--- src/rtl/fetch_stage_pkg.sv ---
// Shared fetch-stage definitions: bubble encoding, sequencer states and RV32I field positions.
package fetch_stage_pkg;

    localparam logic [31:0] NOP_INSTR = 32'h0000_0013;

    typedef enum logic [1:0] {
        ST_RUN  = 2'd0,
        ST_HALT = 2'd1,
        ST_STEP = 2'd2
    } fetch_state_e;

    localparam int OPC_MSB    = 6;
    localparam int OPC_LSB    = 0;
    localparam int RD_MSB     = 11;
    localparam int RD_LSB     = 7;
    localparam int F3_MSB     = 14;
    localparam int F3_LSB     = 12;
    localparam int RS1_MSB    = 19;
    localparam int RS1_LSB    = 15;
    localparam int RS2_MSB    = 24;
    localparam int RS2_LSB    = 20;
    localparam int F7_ALT_BIT = 30;

endpackage

--- src/rtl/fetch_stage_if_id_reg.sv ---
// Generic pc/instr/valid pipeline register; flush beats hold so a redirect always kills the slot.
module fetch_stage_if_id_reg
    import fetch_stage_pkg::*;
(
    input  logic        clk,
    input  logic        rst,
    input  logic        hold,
    input  logic        flush,
    input  logic [31:0] d_pc,
    input  logic [31:0] d_instr,
    output logic [31:0] q_pc,
    output logic [31:0] q_instr,
    output logic        q_valid
);

    logic [31:0] r_pc;
    logic [31:0] r_instr;
    logic        r_valid;

    always_ff @(posedge clk) begin
        if (rst || flush) begin
            r_pc    <= 32'h0;
            r_instr <= NOP_INSTR;
            r_valid <= 1'b0;
        end else if (!hold) begin
            r_pc    <= d_pc;
            r_instr <= d_instr;
            r_valid <= 1'b1;
        end
    end

    assign q_pc    = r_pc;
    assign q_instr = r_instr;
    assign q_valid = r_valid;

endmodule

--- src/rtl/fetch_stage.sv ---
// RV32I IF stage: PC mux, halt/step sequencer and IF/ID register.
// Define FETCH_PERF_CNT_EN to add the perf_fetch / perf_bubble counters.
module fetch_stage
    import fetch_stage_pkg::*;
#(
    parameter logic [31:0] RESET_PC = 32'h0000_0000,
    parameter int          IMEM_AW  = 10
) (
    input  logic               clk,
    input  logic               rst,
    output logic [IMEM_AW-1:0] imem_addr,
    input  logic [31:0]        imem_rdata,
    input  logic               stall_f,
    input  logic               branch_taken,
    input  logic [31:0]        branch_target,
    input  logic               halt,
    input  logic               step,
    output logic [31:0]        pc_f,
    output logic [31:0]        pc_d,
    output logic [31:0]        instr_d,
    output logic [6:0]         opcode_d,
    output logic [2:0]         funct3_d,
    output logic               funct7_d,
    output logic [4:0]         rs1_d,
    output logic [4:0]         rs2_d,
    output logic [4:0]         rd_d,
    output logic               valid_d,
    output logic               halted
`ifdef FETCH_PERF_CNT_EN
    ,
    output logic [31:0]        perf_fetch,
    output logic [31:0]        perf_bubble
`endif
);

    fetch_state_e r_state;
    logic [31:0]  r_pc;
    logic         r_halted;
    logic         w_fe;
    logic         w_normal;
    logic         w_bubble;

    assign w_fe     = (r_state == ST_RUN && !halt) || (r_state == ST_STEP);
    assign w_normal = !branch_taken && !stall_f && w_fe;
    // Redirect flushes even under stall; otherwise an idle fetch drains the pipe with NOPs.
    assign w_bubble = branch_taken || (!stall_f && !w_fe);

    always_ff @(posedge clk) begin
        if (rst) begin
            r_pc     <= RESET_PC;
            r_state  <= ST_RUN;
            r_halted <= 1'b0;
        end else begin
            if (branch_taken)
                r_pc <= branch_target;
            else if (w_normal)
                r_pc <= r_pc + 32'd4;

            case (r_state)
                ST_RUN: begin
                    if (halt) begin
                        r_state  <= ST_HALT;
                        r_halted <= 1'b1;
                    end
                end
                ST_HALT: begin
                    if (step) begin
                        r_state  <= ST_STEP;
                        r_halted <= 1'b0;
                    end else if (!halt) begin
                        r_state  <= ST_RUN;
                        r_halted <= 1'b0;
                    end
                end
                ST_STEP: begin
                    r_state  <= ST_HALT;
                    r_halted <= 1'b1;
                end
                default: begin
                    r_state  <= ST_RUN;
                    r_halted <= 1'b0;
                end
            endcase
        end
    end

    fetch_stage_if_id_reg u_if_id (
        .clk     (clk),
        .rst     (rst),
        .hold    (stall_f),
        .flush   (w_bubble),
        .d_pc    (r_pc),
        .d_instr (imem_rdata),
        .q_pc    (pc_d),
        .q_instr (instr_d),
        .q_valid (valid_d)
    );

`ifdef FETCH_PERF_CNT_EN
    logic [31:0] r_perf_fetch;
    logic [31:0] r_perf_bubble;

    always_ff @(posedge clk) begin
        if (rst) begin
            r_perf_fetch  <= 32'h0;
            r_perf_bubble <= 32'h0;
        end else begin
            if (w_normal)
                r_perf_fetch <= r_perf_fetch + 32'd1;
            if (w_bubble)
                r_perf_bubble <= r_perf_bubble + 32'd1;
        end
    end

    assign perf_fetch  = r_perf_fetch;
    assign perf_bubble = r_perf_bubble;
`endif

    assign pc_f      = r_pc;
    assign halted    = r_halted;
    // ROM is word addressed; upper PC bits alias.
    assign imem_addr = r_pc[IMEM_AW+1:2];

    assign opcode_d  = instr_d[OPC_MSB:OPC_LSB];
    assign funct3_d  = instr_d[F3_MSB:F3_LSB];
    assign funct7_d  = instr_d[F7_ALT_BIT];
    assign rs1_d     = instr_d[RS1_MSB:RS1_LSB];
    assign rs2_d     = instr_d[RS2_MSB:RS2_LSB];
    assign rd_d      = instr_d[RD_MSB:RD_LSB];

endmodule

--- config.mk ---
export PLATFORM = sky130hd
export DESIGN_NAME = fetch_stage
export DESIGN_NICKNAME = d
export VERILOG_FILES = /design/src/rtl/fetch_stage_pkg.sv /design/src/rtl/fetch_stage_if_id_reg.sv /design/src/rtl/fetch_stage.sv
export SDC_FILE = /design/constraint.sdc
export NUM_CORES = 1
export LEC_CHECK = 0
export ABC_AREA = 1
export CORE_UTILIZATION = 30
export CTS_CLUSTER_DIAMETER = 40
export CTS_CLUSTER_SIZE = 16
export DETAILED_ROUTE_END_ITERATION = 10
export GPL_ROUTABILITY_DRIVEN = 0
export PLACE_DENSITY_LB_ADDON = 0.08
export SYNTH_ARGS = -nofsm -noshare
export SYNTH_HDL_FRONTEND = slang
export SYNTH_SLANG_ARGS = --single-unit
--- constraint.sdc ---
create_clock -name clk -period 2.5 [get_ports clk]
set_input_delay 0.25 -clock clk [delete_from_list [all_inputs] [get_ports clk]]
set_output_delay 0.25 -clock clk [all_outputs]
set_load 0.03 [all_outputs]
==> results of run 1 <==
==> power by group through the flow <==
| stage | Combinational, mW | Sequential (mW) | Clock [mW] |
|---|---|---|---|
| 2_1_floorplan | 0.294 | 1.83 | 0 |
| 3_3_place_gp | 0.697 | 1.74 | 0 |
| 3_5_place_dp | 0.701 | 1.74 | 0 |
| 4_1_cts | 0.704 | 1.71 | 1.39 |
| 5_1_grt | 0.748 | 1.72 | 1.47 |
| 6_report | 0.697 | 1.71 | 1.35 |
==> cells in the final DEF, fill, tap and decap left out, drive strengths merged, types with 2 or more instances in the layout <==
cell type      synthesis  routed
clkinv                 0       3
nor2                 102     102
clkbuf                20       9
nand2                182     182
inv                   54      57
nand3                 38      38
xor2                  10      10
a21oi                 82      82
a31oi                  8       8
buf                   46       6
nor3                   3       3
o21ai                 24      24
nand3b                 2       2
a211oi                 2       2
clkdlybuf4s50          0     202
nand4                  2       2
dfxtp                 99      99
==> worst reg2reg max path: stages (launching register included) <==
cell and delay, ns:
sky130_fd_sc_hd__dfxtp_1 0.32, sky130_fd_sc_hd__inv_2 0.09, sky130_fd_sc_hd__a21oi_4 0.07, sky130_fd_sc_hd__nor2_1 0.17, sky130_fd_sc_hd__nor3_4 0.08, sky130_fd_sc_hd__inv_2 0.76, sky130_fd_sc_hd__a21oi_1 0.13
==> layer usage <==
layer  part of all wire, %  GRT usage [%]  vias up
met3                   5.7           3.38       25
met1                    44           23.7     2251
li1                      -              -     2434
met2                    47           32.7      181
met4                   3.9           10.7        0
met5                     0              0        -
==> cell families after synthesis <==
group / Yosys count / synth area share [%]
AOI/OAI and AO/OA: 117 / 13.1
xor gates and xnor gates: 10 / 1.83
adders and majority gates: 1 / 0.261
buffers and inverters: 120 / 12.6
DFF: 99 / 41.4
and+or+nand+nor: 332 / 30.9
==> worst paths after layout <==
kind,start,endpoint,slack (ns),cells after the start
worst min-delay path,stall_f,u_if_id.q_instr[0]$_SDFFE_PP1N_,0.40,4
worst min register to register,r_state[1]$_SDFFE_PP0P_,r_state[1]$_SDFFE_PP0P_,0.45,1
worst max-delay path,pc_f[6]$_SDFFE_PP0P_,imem_addr[4],0.53,1
worst max register to register,r_state[1]$_SDFFE_PP0P_,u_if_id.q_instr[19]$_SDFFE_PP0N_,0.72,6
==> sequential cells by signal, summed over array words and instances, names as in the netlist <==
| signal | cells |
|---|---|
| u_if_id.q_valid | 1 |
| u_if_id.q_pc | 32 |
| r_state | 2 |
| u_if_id.q_instr | 32 |
| pc_f | 32 |
==> layout make-up <==
type                    instances  area [um^2]  area share (%)
repair buffers                208         2060            29.5
clock inverters                 7         58.8           0.840
inverters                      54          203            2.90
flip-flops and latches         99         1980            28.3
well taps                     211          264            3.77
clock buffers                   9          225            3.22
multi-input cells             460         2200            31.5
==> flow_metrics.tcl, run 1 <==
set metrics [dict create \
    run_status "finished clean" \
    route.detailed.vias_per_inst 4.67 \
    initial_utilization_pct 31.1 \
    clk_transition_reported_paths_ns 0.07 \
    cts_root_buf "sky130_fd_sc_hd__clkbuf_16" \
    antenna_cells_inserted 0 \
    timing.final.hold_violations 0 \
    max-vdd-ir-drop_uv 310 \
    crit_family "buffers and inverters" \
    final_max_slew_viol_count 0 \
    grt_setup_unrepaired "no" \
    n_fill_cell 1561 \
    final_critical_path_setup_slack_ns 0.525 \
    die_y_um 128 \
    critical-path-max-stage-delay_ns 0.76 \
    hold-worst-slack_ns 0.395 \
    cpMaxStageDelayCell "sky130_fd_sc_hd__clkdlybuf4s50_1" \
    placed_cell_area_um2 6720 \
    min_path_type "input port to flip-flop" \
    async_reset_ff_share_pct 0 \
    synth_top_cells_by_area "sky130_fd_sc_hd__dfxtp_1, sky130_fd_sc_hd__nand2_1, sky130_fd_sc_hd__a21oi_1" \
    cp_num_buf_inv 1 \
    clkPwrFrac_pct 36.0 \
    ys_dominant_reg_cell "sky130_fd_sc_hd__dfxtp_1" \
    ordered_list_of_cells_on_the_worst_path "clkdlybuf4s50_1" \
    clock_tree.htree_level_count 3 \
    combPwrFrac_pct 18.6 \
    switchingPower_mw 1.13 \
    post-layout-total-power_mw 3.75 \
    fin_skew_ns 0.00627 \
    timing.critical_path.to_type "output port" \
    area_growth_synth_to_finish_pct 46.2 \
    global_route.overflow_total 0 \
    synth.net_count 750 \
    dr_total_vias 4891 \
    area_fraction_of_the_dominant_cell_type_after_synthesis_pct 41.4 \
    cell_internal_pwr_mw 2.62 \
    power_density_nw_per_um2 536 \
    clk-insertion-delay-late_ns 0.35 \
    route.final.wire_length_mm 15.9 \
    nets 903 \
    buffers_on_ports 203 \
    first_global_vias 4645 \
    dpl_worst_slack_ns 0.286 \
    yosys_register_bits 99 \
    detailed_place_hpwl_mm 11.7 \
    fin_crit_ns 1.97 \
    mean_routed_wirelength_per_cell_um 15.2 \
    timing.setup.critical_path_class "flip-flop to output port" \
    synth_edf_count 0 \
    critPathMaxFanout 9 \
    dr.first_iter.drc_count 209 \
    netlist_area_um2 4790 \
    worst_slew_pin_slew_ns 1.08 \
    fin_tns_setup_ns 0 \
    startpoint_types "flip-flop" \
    floorplan.io_pins 204 \
    antenna_violations_before_repair 0 \
    netSwitchingFraction_pct 30.2 \
    placed_cells_incl_taps 1032 \
    route.antenna.remaining_nets 0 \
    cts_buffer_depth 2 \
    cts_resized 0 \
    tritoncts_clock_tree "yes" \
    grt_pass1_wl_mm 24.6 \
    cp_data_arrival_time_ns 1.72 \
    fraction_of_final_layout_cells_sized_beyond_drive_strength_1_pct 7.05 \
    synthesis.yosys.warnings 0 \
    cts_sinks 99 \
    required_ns 2.25 \
    grt_start_max_net_pins 89 \
    final_util_pct 45.5 \
    syn-mean-instance-area_um2 7.05 \
    seqPwrFrac_pct 45.5 \
    ys_seq_area_share_pct 41.4 \
    netlist_instances 679 \
    synthDominantAreaCellType "sky130_fd_sc_hd__dfxtp_1" \
    drc_errors 0 \
    hold_buffers 0 \
    groute.usage.overall_pct 19.5 \
    post-cts-setup-buffer-count 0 \
    p_leak_nw 2.60 \
    synth_common_cells "sky130_fd_sc_hd__nand2_1, sky130_fd_sc_hd__dfxtp_1, sky130_fd_sc_hd__nor2_1, sky130_fd_sc_hd__a21oi_1, sky130_fd_sc_hd__inv_1" \
    core_region_area_um2 15400 \
    dieArea_um2 16500 \
    fmax_mhz 506 \
    total_setup_violations_reported_at_the_end_of_the_flow 0 \
    rows 45 \
    slew_headroom_pct 28.3 \
    finalCritPeriodShare_pct 79.0 \
    detail_route.first_pass.iterations 5 \
    cts_made_buffers 9 \
    fp.dieW_um 128 \
    finish.cell_count_without_fillers 1048 \
    yosys.cell_count.top_type "sky130_fd_sc_hd__nand2_1" \
    finish.instance_area_um2 7000 \
    post_synth_num_cell_types 34 \
    timing.max_cap.violations 0 \
]
Power figures use the tool's default switching activity.
==> inputs of run 2 (changes only) <==
clock period = 1.9 ns   (was 2.5 ns; I/O delays follow)
==> run 2 against run 1 <==
Core utilization is 0.81 points higher; critical path depth unchanged; die area unchanged; cell area up 1.8%; flip-flop and latch count stayed put; combinational power is 36% higher; clock skew up 0.0011 ns; largest cell class unchanged; worst setup slack worse by 0.41 ns; global-route usage is 0.21 points lower; sequential share of layout area fell by 0.48 points; sequential power increased by 31%.
==> flow_metrics.tcl, run 2 (synthesized netlist as in run 1, its figures left out) <==
set metrics [dict create \
    run_status "finished clean" \
    hold-worst-slack_ns 0.200 \
    dr.first_iter.drc_count 255 \
    grt_pass1_wl_mm 24.4 \
    detailed_place_hpwl_mm 12.0 \
    die_y_um 128 \
    route.final.wire_length_mm 15.9 \
    fin_skew_ns 0.00733 \
    final_max_slew_viol_count 0 \
    cts_sinks 99 \
    layout.cells.most_common "sky130_fd_sc_hd__clkdlybuf4s50_1" \
    regToRegStartpoint "pc_f[11]$_SDFFE_PP0P_" \
    timing.critical_path.to_type "output port" \
    cts_made_buffers 9 \
    fp.dieW_um 128 \
    required_ns 1.71 \
    buffers_on_ports 203 \
    netSwitchingFraction_pct 29.4 \
    initial_utilization_pct 31.1 \
    seqPwrFrac_pct 43.8 \
    fin_crit_ns 1.79 \
    detail_route.first_pass.iterations 4 \
    max-vdd-ir-drop_uv 424 \
    timing.max_cap.violations 0 \
    fraction_of_final_layout_cells_sized_beyond_drive_strength_1_pct 8.26 \
    global_route.overflow_total 0 \
    critical-path-max-stage-delay_ns 0.74 \
    critPathLaunch "pc_f[26]$_SDFFE_PP0P_" \
    groute.usage.overall_pct 19.3 \
    antenna_cells_inserted 0 \
    tritoncts_clock_tree "yes" \
    floorplan.io_pins 204 \
    dr_total_vias 4879 \
    total_setup_violations_reported_at_the_end_of_the_flow 0 \
    cp_num_buf_inv 1 \
    startpoint_types "flip-flop" \
    fmax_mhz 559 \
    slew_headroom_pct 71.0 \
    antenna_violations_before_repair 0 \
    power_density_nw_per_um2 717 \
    clock_tree.htree_level_count 3 \
    mostFrequentLayoutCells "sky130_fd_sc_hd__clkdlybuf4s50_1, sky130_fd_sc_hd__nand2_1, sky130_fd_sc_hd__dfxtp_1" \
    cpMaxStageDelayCell "sky130_fd_sc_hd__clkdlybuf4s50_1" \
    dpl_worst_slack_ns 0.169 \
    crit_family "buffers and inverters" \
    cell_internal_pwr_mw 3.61 \
    combPwrFrac_pct 18.6 \
    clk_transition_reported_paths_ns 0.07 \
    timing.setup.critical_path_class "flip-flop to output port" \
    worst_slew_pin_slew_ns 0.434 \
    critPathMaxFanout 5 \
    area_growth_synth_to_finish_pct 48.8 \
    rows 45 \
    drc_errors 0 \
    timing.hold.worst.start "stall_f" \
    fin_tns_setup_ns 0 \
    route.antenna.remaining_nets 0 \
    core_region_area_um2 15400 \
    clk-insertion-delay-late_ns 0.35 \
    cts_buffer_depth 2 \
    route.detailed.vias_per_inst 4.61 \
    switchingPower_mw 1.50 \
    mean_routed_wirelength_per_cell_um 15.1 \
    cp_data_arrival_time_ns 1.60 \
    clkPwrFrac_pct 37.6 \
    timing.final.hold_violations 0 \
    cts_root_buf "sky130_fd_sc_hd__clkbuf_16" \
    min_path_type "input port to flip-flop" \
    dieArea_um2 16500 \
    grt_start_max_net_pins 84 \
    nets 913 \
    ordered_list_of_cells_on_the_worst_path "clkdlybuf4s50_1" \
    hold_buffers 0 \
    grt_setup_unrepaired "no" \
    p_leak_nw 2.67 \
    first_global_vias 4593 \
    finalCritPeriodShare_pct 94.1 \
    final_critical_path_setup_slack_ns 0.112 \
]
## run 2: worst paths after layout
| kind | cells after the start | to | slack [ns] |
|---|---|---|---|
| min reg2reg | 1 | r_state[1]$_SDFFE_PP0P_ | 0.45 |
| min | 3 | u_if_id.q_pc[11]$_SDFFE_PP0N_ | 0.20 |
| max | 1 | pc_f[26] | 0.11 |
| max reg2reg | 7 | pc_f[15]$_SDFFE_PP0P_ | 0.29 |
## run 2: power groups by stage
| stage | logic [mW] | registers [mW] | clock network [mW] |
|---|---|---|---|
| floorplan | 0.387 | 2.41 | 0 |
| global placement | 0.950 | 2.29 | 0 |
| detailed placement | 0.954 | 2.29 | 0 |
| CTS | 0.959 | 2.24 | 1.97 |
| global route | 1.02 | 2.25 | 2.06 |
| finish | 0.951 | 2.24 | 1.92 |
## run 2: layout make-up
type                       count  area, um^2
multi-input combinational    460        2200
tap                          211         264
clock inverter                 7        82.6
fill                        1563        8250
clock buffer                   9         225
sequential                    99        1980
inverter                      54         203
timing repair buffer         218        2160
## run 2: repair_timing
| action | 4_1_cts | 5_1_grt |
|---|---|---|
| setup buffers | 0 | 0 |
| gates resized for setup | 1 | 0 |
| setup endpoints to repair | 2 | 0 |
## run 2: routing by layer
| metal | vias up | share of wire, % | track usage (%) | wire (um) |
|---|---|---|---|---|
| met1 | 2230 | 44 | 24.0 | 7080 |
| met4 | 0 | 4.2 | 11.6 | 672 |
| met5 | - | 0 | 0 | 0 |
| li1 | 2445 | - | - | - |
| met3 | 30 | 5.9 | 3.42 | 947 |
| met2 | 174 | 45 | 31.1 | 7250 |
## run 2: stage by stage
stage / util [%] / instances / instance area [um^2] / total power, mW
floorplan: - / 679 / 4790 / 2.80
CTS: 46.4 / 1058 / 7130 / 5.17
global placement: 44.3 / 1042 / 6820 / 3.24
finish: 46.4 / 1058 / 7130 / 5.11
global route: 46.4 / 1058 / 7130 / 5.33
detailed placement: 44.3 / 1042 / 6820 / 3.24
==> inputs of run 3 (changes only) <==
CORE_MARGIN = 2   (was unset)
==> run 3 against run 2 <==
Via count increased by 0.33%; clock skew increased by 0.0021 ns; worst hold slack improved by 0.0018 ns; die area increased by 3.1%; clock power about the same; combinational power increased by 1%; core utilization decreased by 0.72 points; wire length increased by 1.8%; critical path depth unchanged; first-iteration DRC count decreased by 6.3%.
==> flow_metrics.tcl, run 3 (synthesized netlist as in run 1, its figures left out) <==
set metrics [dict create \
    fraction_of_final_layout_cells_sized_beyond_drive_strength_1_pct 8.59 \
    p_leak_nw 2.69 \
    r2r_setup_slack_ns 0.33 \
    min_path_type "input port to flip-flop" \
    groute.usage.overall_pct 19.0 \
    mean_routed_wirelength_per_cell_um 15.2 \
    required_ns 1.71 \
    timing.setup.critical_path_class "flip-flop to output port" \
    cp_num_buf_inv 1 \
    hold_buffers 0 \
    post-cts-setup-buffer-count 0 \
    route.detailed.vias_per_inst 4.59 \
    post-layout-total-power_mw 5.14 \
    ordered_list_of_cells_on_the_worst_path "clkdlybuf4s50_1" \
    clock_tree.htree_level_count 3 \
    floorplan.io_pins 204 \
    n_fill_cell 1590 \
    rows 46 \
    run_status "finished clean" \
    cts_buffer_depth 2 \
    cpMaxStageDelayCell "sky130_fd_sc_hd__clkdlybuf4s50_1" \
    final_max_slew_viol_count 0 \
    cts_sinks 99 \
    cts_root_buf "sky130_fd_sc_hd__clkbuf_16" \
    first_global_vias 4652 \
    grt_start_max_net_pins 75 \
    max-vdd-ir-drop_uv 485 \
    slew_headroom_pct 70.0 \
    grt_pass1_wl_mm 24.7 \
    crit-reg2reg-capture "pc_f[30]$_SDFFE_PP0P_" \
    detailed_place_hpwl_mm 12.4 \
    register_area_um2 1980 \
    timing.final.hold_violations 0 \
    antenna_violations_before_repair 0 \
    crit_family "buffers and inverters" \
    fp.dieW_um 130 \
    fin_crit_ns 1.77 \
    tritoncts_clock_tree "yes" \
    global_route.overflow_total 0 \
    dr_total_vias 4895 \
    dr.first_iter.drc_count 239 \
    clk_transition_reported_paths_ns 0.07 \
    nets 916 \
    reg2regPathDepth 10 \
    worst_slew_pin_slew_ns 0.450 \
    detail_route.first_pass.iterations 4 \
    cp_data_arrival_time_ns 1.58 \
    cts_made_buffers 9 \
    fin_tns_setup_ns 0 \
    multiInputGateArea_um2 2200 \
    power_density_nw_per_um2 717 \
    final_util_pct 45.6 \
    hold_depth 3 \
    mostFrequentLayoutCells "sky130_fd_sc_hd__clkdlybuf4s50_1, sky130_fd_sc_hd__nand2_1, sky130_fd_sc_hd__dfxtp_1" \
    buffers_on_ports 203 \
    route.antenna.remaining_nets 0 \
    critPathMaxFanout 5 \
    fin_skew_ns 0.00946 \
    regToRegStartpoint "pc_f[2]$_SDFFE_PP0P_" \
    drc_errors 0 \
    critical-path-max-stage-delay_ns 0.73 \
    timing.critical_path.to_type "output port" \
    dieArea_um2 17000 \
    layout.cells.most_common "sky130_fd_sc_hd__clkdlybuf4s50_1" \
    timing.hold.worst.start "stall_f" \
    grt_setup_unrepaired "no" \
    timing.max_cap.violations 0 \
    route.final.wire_length_mm 16.2 \
    antenna_cells_inserted 0 \
    cts_resized 1 \
    fmax_mhz 566 \
    area_growth_synth_to_finish_pct 49.8 \
    hold_end "u_if_id.q_pc[15]$_SDFFE_PP0N_" \
    clk-insertion-delay-late_ns 0.35 \
    core_region_area_um2 15700 \
    total_setup_violations_reported_at_the_end_of_the_flow 0 \
    initial_utilization_pct 30.5 \
    finalCritPeriodShare_pct 93.1 \
    die_y_um 130 \
    startpoint_types "flip-flop" \
]
run 3: cell types whose count changed in the layout (fill, tap and decap cells not counted), sizes merged:
| cell | previous run | this run |
|---|---|---|
| buf | 16 | 19 |
| clkbuf | 9 | 11 |
| inv | 57 | 55 |
run 3: worst max-delay path by stage:
| stage | start | endpoint | cells past startpoint |
|---|---|---|---|
| after floorplan | pc_f[3]$_SDFFE_PP0P_ | pc_f[16]$_SDFFE_PP0P_ | 8 |
| after global placement | halt | pc_f[6]$_SDFFE_PP0P_ | 7 |
| after detailed placement | halt | u_if_id.q_instr[15]$_SDFFE_PP0N_ | 7 |
| after CTS | pc_f[16]$_SDFFE_PP0P_ | pc_f[16] | 1 |
| after global routing | pc_f[16]$_SDFFE_PP0P_ | pc_f[16] | 1 |
| final | pc_f[26]$_SDFFE_PP0P_ | pc_f[26] | 1 |
run 3: metal layers:
| layer | track usage (%) | wire, um | vias to the layer above |
|---|---|---|---|
| li1 | - | - | 2461 |
| met1 | 24.0 | 7070 | 2232 |
| met2 | 31.0 | 7500 | 174 |
| met3 | 4.18 | 1200 | 28 |
| met4 | 8.41 | 467 | 0 |
| met5 | 0 | 0 | - |
run 3: where the power goes:
group	total, mW	internal [mW]	switching [mW]
clock network	1.94	1.10	0.844
logic	0.963	0.419	0.543
registers	2.24	2.15	0.0892
run 3: metrics by stage:
stage	cells	hold WS, ns	setup slack [ns]	area, um^2
6_report	1066	0.202	0.132	7170
5_1_grt	1066	0.203	0.0891	7170
4_1_cts	1066	0.193	0.101	7170
3_5_place_dp	1050	0.437	0.191	6860
3_3_place_gp	1050	0.430	0.207	6860
2_1_floorplan	679	0.316	0.222	4790
run 3: final cells by class:
type                    instances  share of cell area (%)
flip-flops and latches         99                    27.7
multi-input cells             460                    30.7
clock inverters                 5                   0.820
inverters                      54                    2.83
repair buffers                221                    30.7
clock buffers                  11                    3.52
well taps                     216                    3.77
run 3: worst min-delay path: cells and delay by family:
family                 cells  cell delay, ns
AND/OR/NAND/NOR            1            0.08
AO/OA/AOI/OAI              1            0.05
buffers and inverters      1            0.18
